`src/rtl/bcd_pkg.sv`:
```
// Shared types and helpers for the streaming BCD decoder.
// The beat length field is wide enough for any MAX_DIGITS up to 255.
package bcd_pkg;

    localparam logic [3:0] BCD_MAX    = 4'd9;
    localparam int         BEAT_LEN_W = 8;

    typedef logic [9:0] dec_onehot_t;

    typedef struct packed {
        dec_onehot_t           dec;
        logic                  err;
        logic                  last;
        logic                  trunc;
        logic [BEAT_LEN_W-1:0] len;
    } beat_t;

    function automatic dec_onehot_t bcd2onehot(input logic [3:0] bcd);
        if (bcd > BCD_MAX) return '0;
        return dec_onehot_t'(1) << bcd;
    endfunction

endpackage

```
`src/rtl/bcd_skid_fifo.sv`:
```
// Two-entry valid/ready buffer. Ready depends only on the stored count,
// so there is no combinational path from the pop side to the push side.
module bcd_skid_fifo #(
    parameter int W = 8
) (
    input  logic         clk,
    input  logic         rst_n,
    input  logic [W-1:0] push_data,
    input  logic         push,
    output logic         ready,
    output logic [W-1:0] pop_data,
    output logic         valid,
    input  logic         pop
);

    logic [W-1:0] mem [2];
    logic         wr_ptr;
    logic         rd_ptr;
    logic [1:0]   count;
    logic         do_push;
    logic         do_pop;

    assign ready    = rst_n & (count != 2'd2);
    assign valid    = (count != 2'd0);
    assign pop_data = valid ? mem[rd_ptr] : '0;
    assign do_push  = push & ready;
    assign do_pop   = pop & valid;

    always_ff @(posedge clk or negedge rst_n) begin
        if (!rst_n) begin
            mem[0] <= '0;
            mem[1] <= '0;
            wr_ptr <= 1'b0;
            rd_ptr <= 1'b0;
            count  <= 2'd0;
        end else begin
            if (do_push) begin
                mem[wr_ptr] <= push_data;
                wr_ptr      <= ~wr_ptr;
            end
            if (do_pop) rd_ptr <= ~rd_ptr;
            case ({do_push, do_pop})
                2'b10:   count <= count + 2'd1;
                2'b01:   count <= count - 2'd1;
                default: count <= count;
            endcase
        end
    end

endmodule

```
`src/rtl/bcd_dec_stream.sv`:
```
// Streaming BCD digit to one-hot decimal decoder with packet length tracking,
// forced termination at MAX_DIGITS and a saturating invalid-digit counter.
//
//  state   | meaning
//  --------+-------------------------------------------------
//  ST_IDLE | between packets; next accepted digit is digit 1
//  ST_BUSY | inside a packet; idx digits already accepted
module bcd_dec_stream
    import bcd_pkg::*;
#(
    parameter int MAX_DIGITS = 8,
    parameter int ERR_CNT_W  = 8,
    localparam int LEN_W     = $clog2(MAX_DIGITS + 1)
) (
    input  logic                 clk,
    input  logic                 rst_n,
    input  logic [3:0]           in_bcd,
    input  logic                 in_valid,
    input  logic                 in_last,
    output logic                 in_ready,
    output logic [9:0]           out_dec,
    output logic                 out_err,
    output logic                 out_last,
    output logic                 out_trunc,
    output logic [LEN_W-1:0]     out_len,
    output logic                 out_valid,
    input  logic                 out_ready,
    input  logic                 err_clr,
    output logic [ERR_CNT_W-1:0] err_cnt
);

    localparam logic [0:0] ST_IDLE = 1'b0;
    localparam logic [0:0] ST_BUSY = 1'b1;

    logic [0:0]       state;
    logic [LEN_W-1:0] idx;
    logic [LEN_W-1:0] idx_base;
    logic [LEN_W-1:0] idx_inc;
    logic             at_max;
    logic             end_pkt;
    logic             accept;
    logic             dig_err;
    beat_t            beat_in;
    beat_t            beat_out;

    assign accept   = in_valid & in_ready;
    assign dig_err  = (in_bcd > BCD_MAX);
    assign idx_base = (state == ST_IDLE) ? '0 : idx;
    assign idx_inc  = idx_base + LEN_W'(1);
    assign at_max   = (idx_inc == LEN_W'(MAX_DIGITS));
    assign end_pkt  = in_last | at_max;

    always_comb begin
        beat_in       = '0;
        beat_in.dec   = bcd2onehot(in_bcd);
        beat_in.err   = dig_err;
        beat_in.last  = end_pkt;
        beat_in.trunc = ~in_last & at_max;
        beat_in.len   = end_pkt ? BEAT_LEN_W'(idx_inc) : '0;
    end

    // Invalid digits occupy a slot in the packet like any other digit.
    always_ff @(posedge clk or negedge rst_n) begin
        if (!rst_n) begin
            state <= ST_IDLE;
            idx   <= '0;
        end else if (accept) begin
            if (end_pkt) begin
                state <= ST_IDLE;
                idx   <= '0;
            end else begin
                state <= ST_BUSY;
                idx   <= idx_inc;
            end
        end
    end

    always_ff @(posedge clk or negedge rst_n) begin
        if (!rst_n) begin
            err_cnt <= '0;
        end else if (err_clr) begin
            err_cnt <= '0;
        end else if (accept && dig_err && !(&err_cnt)) begin
            err_cnt <= err_cnt + ERR_CNT_W'(1);
        end
    end

    bcd_skid_fifo #(
        .W($bits(beat_t))
    ) u_fifo (
        .clk      (clk),
        .rst_n    (rst_n),
        .push_data(beat_in),
        .push     (in_valid),
        .ready    (in_ready),
        .pop_data (beat_out),
        .valid    (out_valid),
        .pop      (out_ready)
    );

    logic unused_len_hi;
    assign unused_len_hi = ^beat_out.len[BEAT_LEN_W-1:LEN_W];

    assign out_dec   = beat_out.dec;
    assign out_err   = beat_out.err;
    assign out_last  = beat_out.last;
    assign out_trunc = beat_out.trunc;
    assign out_len   = beat_out.len[LEN_W-1:0];

endmodule

```
`config.mk`:
```
export PLATFORM = sky130hd
export DESIGN_NAME = bcd_dec_stream
export DESIGN_NICKNAME = d
export VERILOG_FILES = /design/src/rtl/bcd_pkg.sv /design/src/rtl/bcd_skid_fifo.sv /design/src/rtl/bcd_dec_stream.sv
export SDC_FILE = /design/constraint.sdc
export NUM_CORES = 1
export LEC_CHECK = 0
export ABC_AREA = 1
export CAP_MARGIN = 15
export CORE_AREA = 3 3 82 84
export CTS_CLUSTER_SIZE = 28
export DETAILED_ROUTE_END_ITERATION = 8
export DIE_AREA = 0 0 85 87
export DONT_BUFFER_PORTS = 1
export GPL_ROUTABILITY_DRIVEN = 0
export PLACE_DENSITY = 0.67
export SLEW_MARGIN = 10
export SYNTH_ARGS = -nofsm -noshare
export SYNTH_HDL_FRONTEND = slang
export SYNTH_SLANG_ARGS = --single-unit
export TNS_END_PERCENT = 50
```
`constraint.sdc`:
```
create_clock -name clk -period 1.53 [get_ports clk]
set_input_delay 0.459 -clock clk [delete_from_list [all_inputs] [get_ports clk]]
set_output_delay 0.459 -clock clk [all_outputs]
set_load 0.01 [all_outputs]
```
==> metrics.md, run 1 <==
| Metric | Value |
|---|---|
| Standard-cell row count | `28` |
| Required time at the worst-slack endpoint | `1.07 ns` |
| Headroom to the max-slew limit | `76.73%` |
| Type of the worst min-delay path | `in2async` |
| Count of mapped cells out of synthesis | `345` |
| Power per cell area | `1534 nW/µm²` |
| Fraction of synthesis flops using an asynchronous set or reset pin | `100.0%` |
| Number of enable flip-flop cells after synthesis | `0` |
| Area growth from synthesis to final layout | `23.87%` |
| Number of global-route vias before repair | `2,189` |
| RSZ-0062 raised after global routing | `yes` |
| Leakage power summed over all cells | `1.663 nW` |
| Share of the synthesized area in the top cell type | `47.55%` |
| Main area contributors after synthesis | `sky130_fd_sc_hd__dfrtp_1, sky130_fd_sc_hd__nand2_1, sky130_fd_sc_hd__o21ai_0` |
| Number of nets in the final layout | `394` |
| Drt first-iter violations | `73` |
| Worst path setup slack after routing | `-0.2255 ns` |
| Period Utilization, post-route | `114.7%` |
| Total clock buffers created by CTS | `5` |
| Number of max-cap violations | `0` |
| Vias | `2,251` |
| TritonRoute pass-1 iters | `4` |
| Post-Route WL | `6009 µm` |
| Maximum count of clock buffers along a single path | `2` |
| DR WL/cell | `13.18 µm` |
| Max Fanout on Critical Path | `27` |
| Critical Path Sink Type | `primary output` |
| Worst reg2reg path startpoint | `u_fifo.count[1]$_DFFE_PN0P_` |
| Count of different cell masters after synthesis | `25` |
| Worst-case clock skew | `0.008508 ns` |
| #FFs+latches synth | `51` |
| # fillers | `563` |
| Share of synthesized area occupied by flip-flops and latches | `47.55%` |
| Fin. Hold Viols | `51` |
| Share of post-route cells with drive strength above 1 | `24.67%` |
| Clock latency on the worst-skew pair | `0.30 ns` |
| Core Footprint | `5991 µm²` |
| Largest net degree at the start of global routing | `53` |
| Final Critical Period | `1.756 ns` |
| Clock tree sinks | `51` |
| Outcome | `finished with violations` |
| Overall power after layout | `5.100 mW` |
| Number of top-level pins | `37` |
| Final setup TNS | `-6.300 ns` |
| Overall fraction of global-route tracks in use | `16.77%` |
| Count of placed standard cells in the final layout, fillers left out | `456` |
| Number of antenna violations at the first check in global routing | `0` |
| HPWL Detailed | `4089 µm` |
| Ys Warns | `0` |
| Total area of sequential cells | `1277 µm²` |
| Via/cell ratio | `4.936` |
| Top flip-flop cell by instance count after synthesis | `sky130_fd_sc_hd__dfrtp_1` |
| Die span in x | `85 µm` |
| Combined area of all synthesized cells | `2684 µm²` |
| Die area | `7395 µm²` |
| Worst supply voltage drop on vdd | `0.001218 V` |
| Effective utilization at floorplan | `44.80%` |
| Die outline height | `87 µm` |
| Clock tree from TritonCTS | `yes` |
| Global-route wire length before repair | `10,030 µm` |
| H-Tree Level Count | `2` |
| Cell at the root of the clock tree | `sky130_fd_sc_hd__clkbuf_8` |
| Area used by multi-input combinational logic | `1309 µm²` |
| Placed cell count | `441` |
| Worst-margin pin slew | `0.3455 ns` |
| Clk slew on worst S/H paths | `0.10 ns` |
| Endpoint arrival time on the critical path | `1.30 ns` |
| Number of max-slew violations in the final report | `0` |
| Buffers added on ports | `0` |
| Total setup violations reported at the end of the flow | `64` |
| Type of the worst setup path | `reg2out` |
| Net count after synthesis | `359` |
| Nature of the critical path startpoint | `register` |
| Failing checks | `hold timing, setup timing` |
| Critical path origin | `u_fifo.rd_ptr$_DFFE_PN0P_` |
| Hold slack | `-0.1574 ns` |
| Count of inserted antenna diode cells | `0` |
| Yosys top cell by area | `sky130_fd_sc_hd__dfrtp_1` |
| Remaining design rule violation count | `0` |
| Overflow after GRT | `0` |
| Average instance area after synthesis | `7.779 µm²` |
| Final antenna-violating net count | `0` |
| Maximum clock rate | `569.6 MHz` |
## final timing paths
kind                                                   end  slack (ns)  depth (start not counted)
worst max-delay path                              out_last       -0.23                          4
worst min-delay path            u_fifo.mem[19]$_DFFE_PN0P_       -0.16                          0
worst max register to register   u_fifo.mem[9]$_DFFE_PN0P_       -0.13                         11
worst min register to register  u_fifo.mem[40]$_DFFE_PN0P_        0.48                          2
max in group asynchronous       u_fifo.mem[33]$_DFFE_PN0P_        1.59                          0
min in group clk                    err_cnt[7]$_DFFE_PN0P_        0.30                          3
## cells by family (layout without fill, tap and decap cells)
family                     count (synthesis)  after routing  share of synthesized area [%]
adders and majority gates                  4              4                          1.865
AOI/OAI and AO/OA                         54             54                          10.58
and+or+nand+nor                          180            180                          29.37
DFF                                       51             51                          47.55
xor gates and xnor gates                   7              7                          2.284
buffers and inverters                     49             85                          8.345
## power by group
group / total [mW] / internal, mW / leakage (nW) / switching, mW
sequential: 1.93 / 1.71 / 0.680 / 0.225
combinational: 2.40 / 1.09 / 0.942 / 1.31
clock: 0.768 / 0.321 / 0.0412 / 0.447
total: 5.10 / 3.12 / 1.66 / 1.98
## registers in the layout (all words and copies together) (netlist names)
signal	count
idx	4
u_fifo.wr_ptr	1
u_fifo.count	2
state	1
u_fifo.mem	34
err_cnt	8
u_fifo.rd_ptr	1
## cell usage in the layout (no fill, tap or decap)
cell / n
sky130_fd_sc_hd__nor2_8: 3
sky130_fd_sc_hd__buf_6: 6
sky130_fd_sc_hd__nand2_4: 2
sky130_fd_sc_hd__nor2_4: 1
sky130_fd_sc_hd__a21oi_1: 8
sky130_fd_sc_hd__ha_1: 2
sky130_fd_sc_hd__dfrtp_2: 1
sky130_fd_sc_hd__buf_8: 1
sky130_fd_sc_hd__inv_1: 29
sky130_fd_sc_hd__nor2_1: 18
sky130_fd_sc_hd__inv_4: 3
sky130_fd_sc_hd__nand2_2: 9
sky130_fd_sc_hd__buf_4: 25
sky130_fd_sc_hd__clkinvlp_4: 1
sky130_fd_sc_hd__ha_4: 2
sky130_fd_sc_hd__inv_6: 2
sky130_fd_sc_hd__o21ai_1: 15
sky130_fd_sc_hd__dfrtp_1: 50
sky130_fd_sc_hd__a21oi_4: 2
sky130_fd_sc_hd__clkbuf_8: 5
sky130_fd_sc_hd__inv_2: 5
sky130_fd_sc_hd__a21oi_2: 8
sky130_fd_sc_hd__clkbuf_16: 1
sky130_fd_sc_hd__nand2_1: 118
sky130_fd_sc_hd__nor2_2: 4
sky130_fd_sc_hd__nand3_1: 17
sky130_fd_sc_hd__o21bai_1: 1
sky130_fd_sc_hd__clkinv_2: 1
sky130_fd_sc_hd__clkbuf_1: 1
sky130_fd_sc_hd__buf_12: 5
sky130_fd_sc_hd__xnor2_1: 3
sky130_fd_sc_hd__o21ai_2: 5
sky130_fd_sc_hd__xor2_1: 4
sky130_fd_sc_hd__nand4_1: 6
sky130_fd_sc_hd__nand3_2: 2
sky130_fd_sc_hd__o21ai_0: 15
## worst max-delay path, stage by stage, from the launching register on
cell,delay (ns)
sky130_fd_sc_hd__dfrtp_2,0.45
sky130_fd_sc_hd__buf_12,0.17
sky130_fd_sc_hd__o21ai_1,0.16
sky130_fd_sc_hd__a21oi_1,0.07
sky130_fd_sc_hd__buf_4,0.15
## Yosys cell counts (4+ instances only)
cell,number
sky130_fd_sc_hd__nand2_1,124
sky130_fd_sc_hd__dfrtp_1,51
sky130_fd_sc_hd__inv_1,35
sky130_fd_sc_hd__o21ai_0,30
sky130_fd_sc_hd__nor2_1,22
sky130_fd_sc_hd__a21oi_1,18
sky130_fd_sc_hd__nand3_1,18
sky130_fd_sc_hd__nand4_1,6
sky130_fd_sc_hd__buf_6,4
sky130_fd_sc_hd__clkbuf_1,4
sky130_fd_sc_hd__ha_1,4
sky130_fd_sc_hd__nand2_2,4
sky130_fd_sc_hd__xor2_1,4
## per-stage QoR
step           setup slack (ns)  util [%]  cell area, µm²
2_1_floorplan          -0.02695         -            2686
3_3_place_gp           -0.02257     50.13            3003
3_5_place_dp           -0.07661     50.13            3003
4_1_cts                 -0.2408     52.44            3142
5_1_grt                 -0.3210     55.49            3324
6_report                -0.2255     55.49            3324
## per-layer routing
layer / vias to the layer above / track usage, % / routed length, µm
met4: 0 / 3.453 / 34
met5: - / 0 / 0
met1: 1049 / 20.38 / 2655
met3: 5 / 4.163 / 316
li1: 1157 / - / -
met2: 40 / 30.16 / 3002
## final cells by class
type,instances,area share (%)
sequential,51,38.43
clock buffer,6,2.183
clock inverter,2,0.3764
timing repair buffer,38,11.89
inverter,39,4.930
multi-input combinational,245,39.37
tap,75,2.823
## timing repair
| action | CTS | global route |
|---|---|---|
| pin swaps | 1 | 8 |
| hold endpoints to repair | 51 | 51 |
| buffers inserted | 1 | 6 |
| endpoints found under the setup margin | 31 | 63 |
| cloned | 0 | 1 |
| resized for setup | 20 | 45 |
Power figures use the tool's default switching activity.
==> inputs of run 2 (changes only) <==
CORE_AREA = 2 2 81 83   (was 3 3 82 84)
DIE_AREA = 0 0 83 85   (was 0 0 85 87)
SLEW_MARGIN = 40   (was 10)
==> run 2 against run 1 <==
The run still ends with hold timing, setup timing left. Maximum frequency up 1.9%. Clock power up 22%. Hold slack better by 0.0011 ns. Total power down 1.5%. First-iteration DRC count up 34%. Critical path type unchanged. Sequential share of layout area up 0.42 points. Combinational power down 9.6%. Critical endpoint is now out_err. Cell area down 1.1%. Critical path depth unchanged.
==> metrics.md, run 2 (same netlist as run 1, synthesis figures left out) <==
| Metric | Value |
|---|---|
| Via/cell ratio | `4.939 (was 4.936)` |
| Worst supply voltage drop on vdd | `0.0008096 V (was 0.001218 V)` |
| Regs by FF count | `u_fifo.mem x34, err_cnt x8, idx x4 (unchanged)` |
| RSZ-0062 raised after global routing | `yes (unchanged)` |
| Final setup TNS | `-2.746 ns (was -6.300 ns)` |
| Worst path setup slack after routing | `-0.1929 ns (was -0.2255 ns)` |
| HPWL Detailed | `4136 µm (was 4089 µm)` |
| Area used by multi-input combinational logic | `1276 µm² (was 1309 µm²)` |
| Remaining design rule violation count | `0 (unchanged)` |
| Number of top-level pins | `37 (unchanged)` |
| Cell at the root of the clock tree | `sky130_fd_sc_hd__clkbuf_8 (unchanged)` |
| Met1 routing resource usage after global routing | `21.58% (was 20.38%)` |
| Failing checks | `hold timing, setup timing (unchanged)` |
| Maximum clock rate | `580.4 MHz (was 569.6 MHz)` |
| Area growth from synthesis to final layout | `22.52% (was 23.87%)` |
| Type of the worst min-delay path | `in2async (unchanged)` |
| Global-route wire length before repair | `9846 µm (was 10,030 µm)` |
| Core Footprint | `6205 µm² (was 5991 µm²)` |
| Die span in x | `83 µm (was 85 µm)` |
| Number of antenna violations at the first check in global routing | `0 (unchanged)` |
| Number of flip-flops under the largest register name | `34 (unchanged)` |
| Critical path's largest stage delay | `0.46 ns (was 0.45 ns)` |
| Number of max-slew violations in the final report | `0 (unchanged)` |
| Max Fanout on Critical Path | `10 (was 27)` |
| Endpoint arrival time on the critical path | `1.26 ns (was 1.30 ns)` |
| Fin. Hold Viols | `51 (unchanged)` |
| Most used cells in the layout excluding fill and tap cells | `sky130_fd_sc_hd__nand2_1, sky130_fd_sc_hd__dfrtp_1, sky130_fd_sc_hd__buf_4 (was sky130_fd_sc_hd__nand2_1, sky130_fd_sc_hd__dfrtp_1, sky130_fd_sc_hd__inv_1)` |
| Length in cells of the worst reg-to-reg path | `10 (was 11)` |
| Worst-case clock skew | `0.008126 ns (was 0.008508 ns)` |
| Share of post-route cells with drive strength above 1 | `22.14% (was 24.67%)` |
| Largest net degree at the start of global routing | `53 (unchanged)` |
| Overflow after GRT | `0 (unchanged)` |
| Cell with the largest stage delay on the worst path | `sky130_fd_sc_hd__dfrtp_2 (unchanged)` |
| Clk slew on worst S/H paths | `0.09 ns (was 0.10 ns)` |
| Nature of the critical path startpoint | `register (unchanged)` |
| Register name with the most flops | `u_fifo.mem (unchanged)` |
| DR WL/cell | `12.58 µm (was 13.18 µm)` |
| Standard-cell row count | `29 (was 28)` |
| Number of max-cap violations | `0 (unchanged)` |
| Number of nets in the final layout | `397 (was 394)` |
| Drt first-iter violations | `98 (was 73)` |
| Worst-margin pin slew | `0.3249 ns (was 0.3455 ns)` |
| Peak-usage layer in the global routing report | `met2 (unchanged)` |
| Cells along the critical path | `buf_6 -> o21ai_1 -> a21oi_2 -> buf_4 (was buf_12 -> o21ai_1 -> a21oi_1 -> buf_4)` |
| Final Critical Period | `1.723 ns (was 1.756 ns)` |
| Period Utilization, post-route | `112.6% (was 114.7%)` |
| Count of placed standard cells in the final layout, fillers left out | `461 (was 456)` |
| Post-Route WL | `5801 µm (was 6009 µm)` |
| Worst reg2reg path startpoint | `u_fifo.count[0]$_DFFE_PN0P_ (was u_fifo.count[1]$_DFFE_PN0P_)` |
| Effective utilization at floorplan | `43.25% (was 44.80%)` |
| Placed cell count | `449 (was 441)` |
| Final antenna-violating net count | `0 (unchanged)` |
| Met3 layer usage reported by global route | `4.183% (was 4.163%)` |
| Critical Path Sink Type | `primary output (unchanged)` |
| Number of global-route vias before repair | `2,203 (was 2,189)` |
| Clock tree from TritonCTS | `yes (unchanged)` |
| H-Tree Level Count | `2 (unchanged)` |
| Clock tree sinks | `51 (unchanged)` |
| # fillers | `596 (was 563)` |
| Die area | `7055 µm² (was 7395 µm²)` |
| Type of the worst setup path | `reg2out (unchanged)` |
| Most common cell after layout, fill and taps aside | `sky130_fd_sc_hd__nand2_1 (unchanged)` |
| Overall fraction of global-route tracks in use | `16.95% (was 16.77%)` |
| Vias | `2,277 (was 2,251)` |
| Leakage power summed over all cells | `1.687 nW (was 1.663 nW)` |
| Clock latency on the worst-skew pair | `0.29 ns (was 0.30 ns)` |
| Total area of sequential cells | `1277 µm² (unchanged)` |
| TritonRoute pass-1 iters | `4 (unchanged)` |
| Critical path origin | `u_fifo.rd_ptr$_DFFE_PN0P_ (unchanged)` |
| Buffers added on ports | `0 (unchanged)` |
| Hold slack | `-0.1563 ns (was -0.1574 ns)` |
| Met2 usage | `29.62% (was 30.16%)` |
| Power per cell area | `1529 nW/µm² (was 1534 nW/µm²)` |
| Headroom to the max-slew limit | `78.34% (was 76.73%)` |
| Required time at the worst-slack endpoint | `1.07 ns (about the same)` |
| Outcome | `finished with violations (unchanged)` |
| Total setup violations reported at the end of the flow | `21 (was 64)` |
| Total clock buffers created by CTS | `5 (unchanged)` |
| Die outline height | `85 µm (was 87 µm)` |
| Maximum count of clock buffers along a single path | `2 (unchanged)` |
| Count of inserted antenna diode cells | `0 (unchanged)` |
==> run 2: cell types whose count changed in the layout (fill, tap and decap cells not counted), sizes merged <==
cell	change
buf	+4
clkinvlp	-1
clkbuf	-2
clkinv	+1
bufinv	+1
==> run 2: metal layers <==
| layer | vias up | wire (µm) |
|---|---|---|
| li1 | 1162 | - |
| met1 | 1072 | 2617 |
| met4 | 0 | 40 |
| met3 | 4 | 273 |
| met5 | - | 0 |
| met2 | 39 | 2871 |
==> run 2: area by class of cell <==
| type | instances | share of cell area (%) |
|---|---|---|
| Clock buffer | 5 | 2.093 |
| Clock inverter | 3 | 1.332 |
| Inverter | 39 | 4.756 |
| Multi-Input combinational cell | 245 | 38.81 |
| Sequential cell | 51 | 38.85 |
| Tap cell | 77 | 2.930 |
| Timing Repair Buffer | 41 | 11.23 |
==> run 2: critical path, delay by kind of cell, from the launching register on <==
kind                   cells  cell delay (ns)
flip-flops                 1             0.46
buffers and inverters      2             0.30
AO/OA/AOI/OAI              2             0.21
==> run 2: power breakdown <==
group          total [mW]  internal, mW  switching, mW
clock network       0.938         0.488          0.450
logic                2.17         0.953           1.21
registers            1.92          1.71          0.212
total                5.03          3.15           1.88
==> run 2: what timing repair did <==
item	4_1_cts	5_1_grt
setup endpoints to repair	20	64
resized for setup	18	23
cloned	1	0
setup buffers	1	2
pin swaps	0	5
endpoints found under the hold margin	51	51
==> run 2: final timing paths <==
check,to,slack [ns]
setup / recovery,out_err,-0.19
hold / removal,u_fifo.mem[3]$_DFFE_PN0P_,-0.16
setup reg to reg,u_fifo.count[1]$_DFFE_PN0P_,-0.08
hold reg to reg,u_fifo.mem[35]$_DFFE_PN0P_,0.48
max in group asynchronous,state$_DFFE_PN0P_,1.59
min in group clk,u_fifo.mem[8]$_DFFE_PN0P_,0.30
==> run 2: stage by stage <==
step / setup slack (ns) / area, µm² / util, % / power, mW
after floorplan: -0.02695 / 2686 / - / 3.123
after global placement: -0.04272 / 3038 / 48.96 / 3.840
after detailed placement: -0.07096 / 3038 / 48.96 / 3.887
after CTS: -0.2074 / 3199 / 51.56 / 4.984
after global routing: -0.2576 / 3288 / 52.99 / 5.415
final: -0.1929 / 3288 / 52.99 / 5.026
==> inputs of run 3 (changes only) <==
ABC_AREA = 0   (was 1)
CORE_AREA = 2 2 79 81   (was 2 2 81 83)
DIE_AREA = 0 0 81 83   (was 0 0 83 85)
PLACE_DENSITY = 0.65   (was 0.67)
clock period = 1.75 ns   (was 1.53 ns; I/O delays follow)
==> run 3 against run 2 <==
The flow finishes with violations (setup timing). Synthesized cell count down 27%. Via count down 17%. Flip-flop and latch count unchanged. Non-clock buffer count down 16. Area after synthesis down 5.2%. Clock skew about the same. Largest power group is now registers. Sequential power down 12%. Utilization down 0.69 points. Sequential share of layout area up 3.2 points.
==> metrics.md, run 3 <==
| Metric | Value |
|---|---|
| Outcome | `finished with violations (unchanged)` |
| Failing checks | `setup timing (was hold timing, setup timing)` |
| Overflow after GRT | `0 (unchanged)` |
| Count of mapped cells out of synthesis | `252 (was 345)` |
| Endpoint arrival time on the critical path | `1.26 ns (about the same)` |
| Number of flip-flops under the largest register name | `34 (unchanged)` |
| Number of global-route vias before repair | `1,877 (was 2,203)` |
| Die area | `6723 µm² (was 7055 µm²)` |
| Hold slack | `0.06545 ns (was -0.1563 ns)` |
| Buffers added on ports | `0 (unchanged)` |
| Type of the worst setup path | `reg2out (unchanged)` |
| Drt first-iter violations | `104 (was 98)` |
| Reg2Reg Setup Slack | `0.03 ns (was -0.08 ns)` |
| Nature of the critical path startpoint | `register (unchanged)` |
| Combinational group share of total power | `36.8% (was 43.1%)` |
| Depth of the critical timing path with buffers and inverters included | `3 (was 4)` |
| Number of nets in the final layout | `283 (was 397)` |
| Share of the synthesized area in the top cell type | `50.17% (was 47.55%)` |
| Maximum clock rate | `559.3 MHz` |
| Maximum count of clock buffers along a single path | `2 (unchanged)` |
| Standard-cell row count | `28 (was 29)` |
| Synth Area in Compound Gates | `14.46% (was 10.58%)` |
| Type of the worst min-delay path | `in2async (unchanged)` |
| Register name with the most flops | `u_fifo.mem (unchanged)` |
| Critical path's largest stage delay | `0.45 ns (was 0.46 ns)` |
| Post-Synth XOR/XNOR Area | `1.377% (was 2.284%)` |
| Top cell types by occurrence after synthesis | `sky130_fd_sc_hd__dfrtp_1, sky130_fd_sc_hd__nand2_1, sky130_fd_sc_hd__nor2_1 (was sky130_fd_sc_hd__nand2_1, sky130_fd_sc_hd__dfrtp_1, sky130_fd_sc_hd__inv_1)` |
| Final antenna-violating net count | `0 (unchanged)` |
| Final Critical Period | `1.788 ns` |
| Vias | `1,886 (was 2,277)` |
| Fraction of synthesis flops using an asynchronous set or reset pin | `100.0% (unchanged)` |
| Worst-margin pin slew | `0.2964 ns (was 0.3249 ns)` |
| Worst supply voltage drop on vdd | `0.0006952 V (was 0.0008096 V)` |
| Most used cells in the layout excluding fill and tap cells | `sky130_fd_sc_hd__dfrtp_1, sky130_fd_sc_hd__nand2_1, sky130_fd_sc_hd__buf_4 (was sky130_fd_sc_hd__nand2_1, sky130_fd_sc_hd__dfrtp_1, sky130_fd_sc_hd__buf_4)` |
| Share of synthesized cell area in full adder, half adder and majority cells | `1.968% (was 1.865%)` |
| Fin. Hold Viols | `0 (was 51)` |
| Post-Route WL | `5245 µm (was 5801 µm)` |
| Power per cell area | `1331 nW/µm² (was 1529 nW/µm²)` |
| Max Fanout on Critical Path | `16 (was 10)` |
| Via/cell ratio | `5.467 (was 4.939)` |
| Internal | `2.641 mW (was 3.149 mW)` |
| Sw Share | `34.77% (was 37.35%)` |
| Global-route wire length before repair | `9004 µm (was 9846 µm)` |
| Die outline height | `83 µm (was 85 µm)` |
| Crit path buffers/inverters | `1 (was 2)` |
| Count of different cell masters after synthesis | `39 (was 25)` |
| Regs by FF count | `u_fifo.mem x34, err_cnt x8, idx x4 (unchanged)` |
| Overall fraction of global-route tracks in use | `16.98% (was 16.95%)` |
| TritonRoute pass-1 iters | `4 (unchanged)` |
| Fraction of power consumed by the clock network | `21.5% (was 18.7%)` |
| RSZ-0062 raised after global routing | `yes (unchanged)` |
| Placement-stage worst setup slack | `-0.009984 ns (was -0.07096 ns)` |
| Number of antenna violations at the first check in global routing | `0 (unchanged)` |
| Cells along the critical path | `buf_12 -> mux2i_1 -> nor2_1 (was buf_6 -> o21ai_1 -> a21oi_2 -> buf_4)` |
| Cell with the largest stage delay on the worst path | `sky130_fd_sc_hd__dfrtp_2 (unchanged)` |
| Sequential share of power | `41.7% (was 38.2%)` |
| Core Footprint | `5816 µm² (was 6205 µm²)` |
| Total setup violations reported at the end of the flow | `8 (was 21)` |
| Die span in x | `81 µm (was 83 µm)` |
| #FFs+latches synth | `51 (unchanged)` |
| Yosys top cell by area | `sky130_fd_sc_hd__dfrtp_1 (unchanged)` |
| Share of synthesized area occupied by flip-flops and latches | `50.17% (was 47.55%)` |
| Leakage power summed over all cells | `1.356 nW (was 1.687 nW)` |
| Cell at the root of the clock tree | `sky130_fd_sc_hd__clkbuf_8 (unchanged)` |
| Main area contributors after synthesis | `sky130_fd_sc_hd__dfrtp_1, sky130_fd_sc_hd__mux2i_1, sky130_fd_sc_hd__nand2_1 (was sky130_fd_sc_hd__dfrtp_1, sky130_fd_sc_hd__nand2_1, sky130_fd_sc_hd__o21ai_0)` |
| Clock tree sinks | `51 (unchanged)` |
| Critical Path Sink Type | `primary output (unchanged)` |
| Number of top-level pins | `37 (unchanged)` |
| Most common cell after layout, fill and taps aside | `sky130_fd_sc_hd__dfrtp_1 (was sky130_fd_sc_hd__nand2_1)` |
| # fillers | `550 (was 596)` |
| Kind of cell adding the most delay to the critical path | `flip-flops (unchanged)` |
| Combined area of all synthesized cells | `2544 µm² (was 2684 µm²)` |
| Worst-case clock skew | `0.007708 ns (was 0.008126 ns)` |
| Worst path setup slack after routing | `-0.03793 ns (was -0.1929 ns)` |
| Headroom to the max-slew limit | `79.98% (was 78.34%)` |
| Ys Warns | `0 (unchanged)` |
| Largest net degree at the start of global routing | `52 (was 53)` |
| Net count after synthesis | `266 (was 359)` |
| Total clock buffers created by CTS | `5 (unchanged)` |
| Reported net switching power | `1.407 mW (was 1.877 mW)` |
| Period Utilization, post-route | `102.2%` |
| Share of post-route cells with drive strength above 1 | `26.67% (was 22.14%)` |
| Top flip-flop cell by instance count after synthesis | `sky130_fd_sc_hd__dfrtp_1 (unchanged)` |
| Clk slew on worst S/H paths | `0.10 ns (was 0.09 ns)` |
| Worst reg2reg path startpoint | `state$_DFFE_PN0P_ (was u_fifo.count[0]$_DFFE_PN0P_)` |
| Clock latency on the worst-skew pair | `0.30 ns (was 0.29 ns)` |
| Number of max-cap violations | `0 (unchanged)` |
| Most numerous cell in the Yosys netlist | `sky130_fd_sc_hd__dfrtp_1 (was sky130_fd_sc_hd__nand2_1)` |
| Number of enable flip-flop cells after synthesis | `0 (unchanged)` |
| Worst reg2reg path endpoint | `state$_DFFE_PN0P_ (was u_fifo.count[1]$_DFFE_PN0P_)` |
| Remaining design rule violation count | `0 (unchanged)` |
| Number of max-slew violations in the final report | `0 (unchanged)` |
| Length in cells of the worst reg-to-reg path | `7 (was 10)` |
| Required time at the worst-slack endpoint | `1.22 ns (was 1.07 ns)` |
| HPWL Detailed | `3553 µm (was 4136 µm)` |
| Count of inserted antenna diode cells | `0 (unchanged)` |
| Average instance area after synthesis | `10.09 µm² (was 7.779 µm²)` |
| Clock tree from TritonCTS | `yes (unchanged)` |
| Simple logic cell fraction of the synthesized area | `16.53% (was 29.37%)` |
| Effective utilization at floorplan | `43.74% (was 43.25%)` |
| Share of cell area taken by muxes after synthesis | `12.40% (was 0%)` |
| Dominant combinational cell family by area after synthesis | `simple AND/OR/NAND/NOR gates (unchanged)` |
| Area growth from synthesis to final layout | `19.58% (was 22.52%)` |
| H-Tree Level Count | `2 (unchanged)` |
| DR WL/cell | `15.20 µm (was 12.58 µm)` |
run 3: worst max-delay path by stage:
stage,start,to
floorplan,state$_DFFE_PN0P_,state$_DFFE_PN0P_
global placement,state$_DFFE_PN0P_,state$_DFFE_PN0P_
detailed placement,state$_DFFE_PN0P_,state$_DFFE_PN0P_
CTS,u_fifo.rd_ptr$_DFFE_PN0P_,out_trunc
global route,u_fifo.rd_ptr$_DFFE_PN0P_,out_len[2]
finish,u_fifo.rd_ptr$_DFFE_PN0P_,out_err
run 3: power by group through the flow:
stage	sequential, mW	combinational [mW]	clock, mW
after floorplan	1.64	0.950	0
after global placement	1.67	1.32	0
after detailed placement	1.69	1.34	0
after CTS	1.69	1.45	0.881
after global routing	1.73	1.65	0.937
final	1.69	1.49	0.870
run 3: final cells by class:
type	count	area (µm²)	area share, %
Inverter	5	18.77	0.6170
Multi-Input combinational cell	181	1267	41.67
Sequential cell	51	1279	42.04
Timing Repair Buffer	25	261.5	8.597
Clock inverter	2	38.79	1.275
Clock buffer	6	82.58	2.715
Tap cell	75	93.84	3.085
run 3: kinds of logic (layout without fill, tap and decap cells):
logic type | Yosys count | in the layout
AOI/OAI and AO/OA | 51 | 51
and+or+nand+nor | 92 | 92
DFF | 51 | 51
muxes | 30 | 30
adders and majority gates | 4 | 4
buffers and inverters | 20 | 38
xor gates and xnor gates | 4 | 4
run 3: metrics by stage:
step	instance area [µm²]	power (mW)	instances	util (%)	TNS [ns]
after global routing	3042	4.314	345	52.30	-1.248
after detailed placement	2800	3.028	335	48.15	-0.009984
after CTS	2993	4.018	344	51.46	-0.5319
after global placement	2800	2.990	335	48.15	0
final	3042	4.048	345	52.30	-0.1566
after floorplan	2565	2.592	252	-	-0.3697
run 3: metal layers:
layer	GRT usage, %	vias to the layer above	part of all wire (%)
met5	0	-	0
met4	3.698	0	0.92
met3	4.783	7	4.6
met2	28.17	31	50
met1	21.95	911	44
li1	-	937	-
run 3: timing repair:
action	CTS	global route
hold buffers	1	0
cloned	0	0
buffers inserted	0	1
hold endpoints to repair	51	0
resized for setup	16	13
endpoints found under the setup margin	19	25
pin swaps	0	0
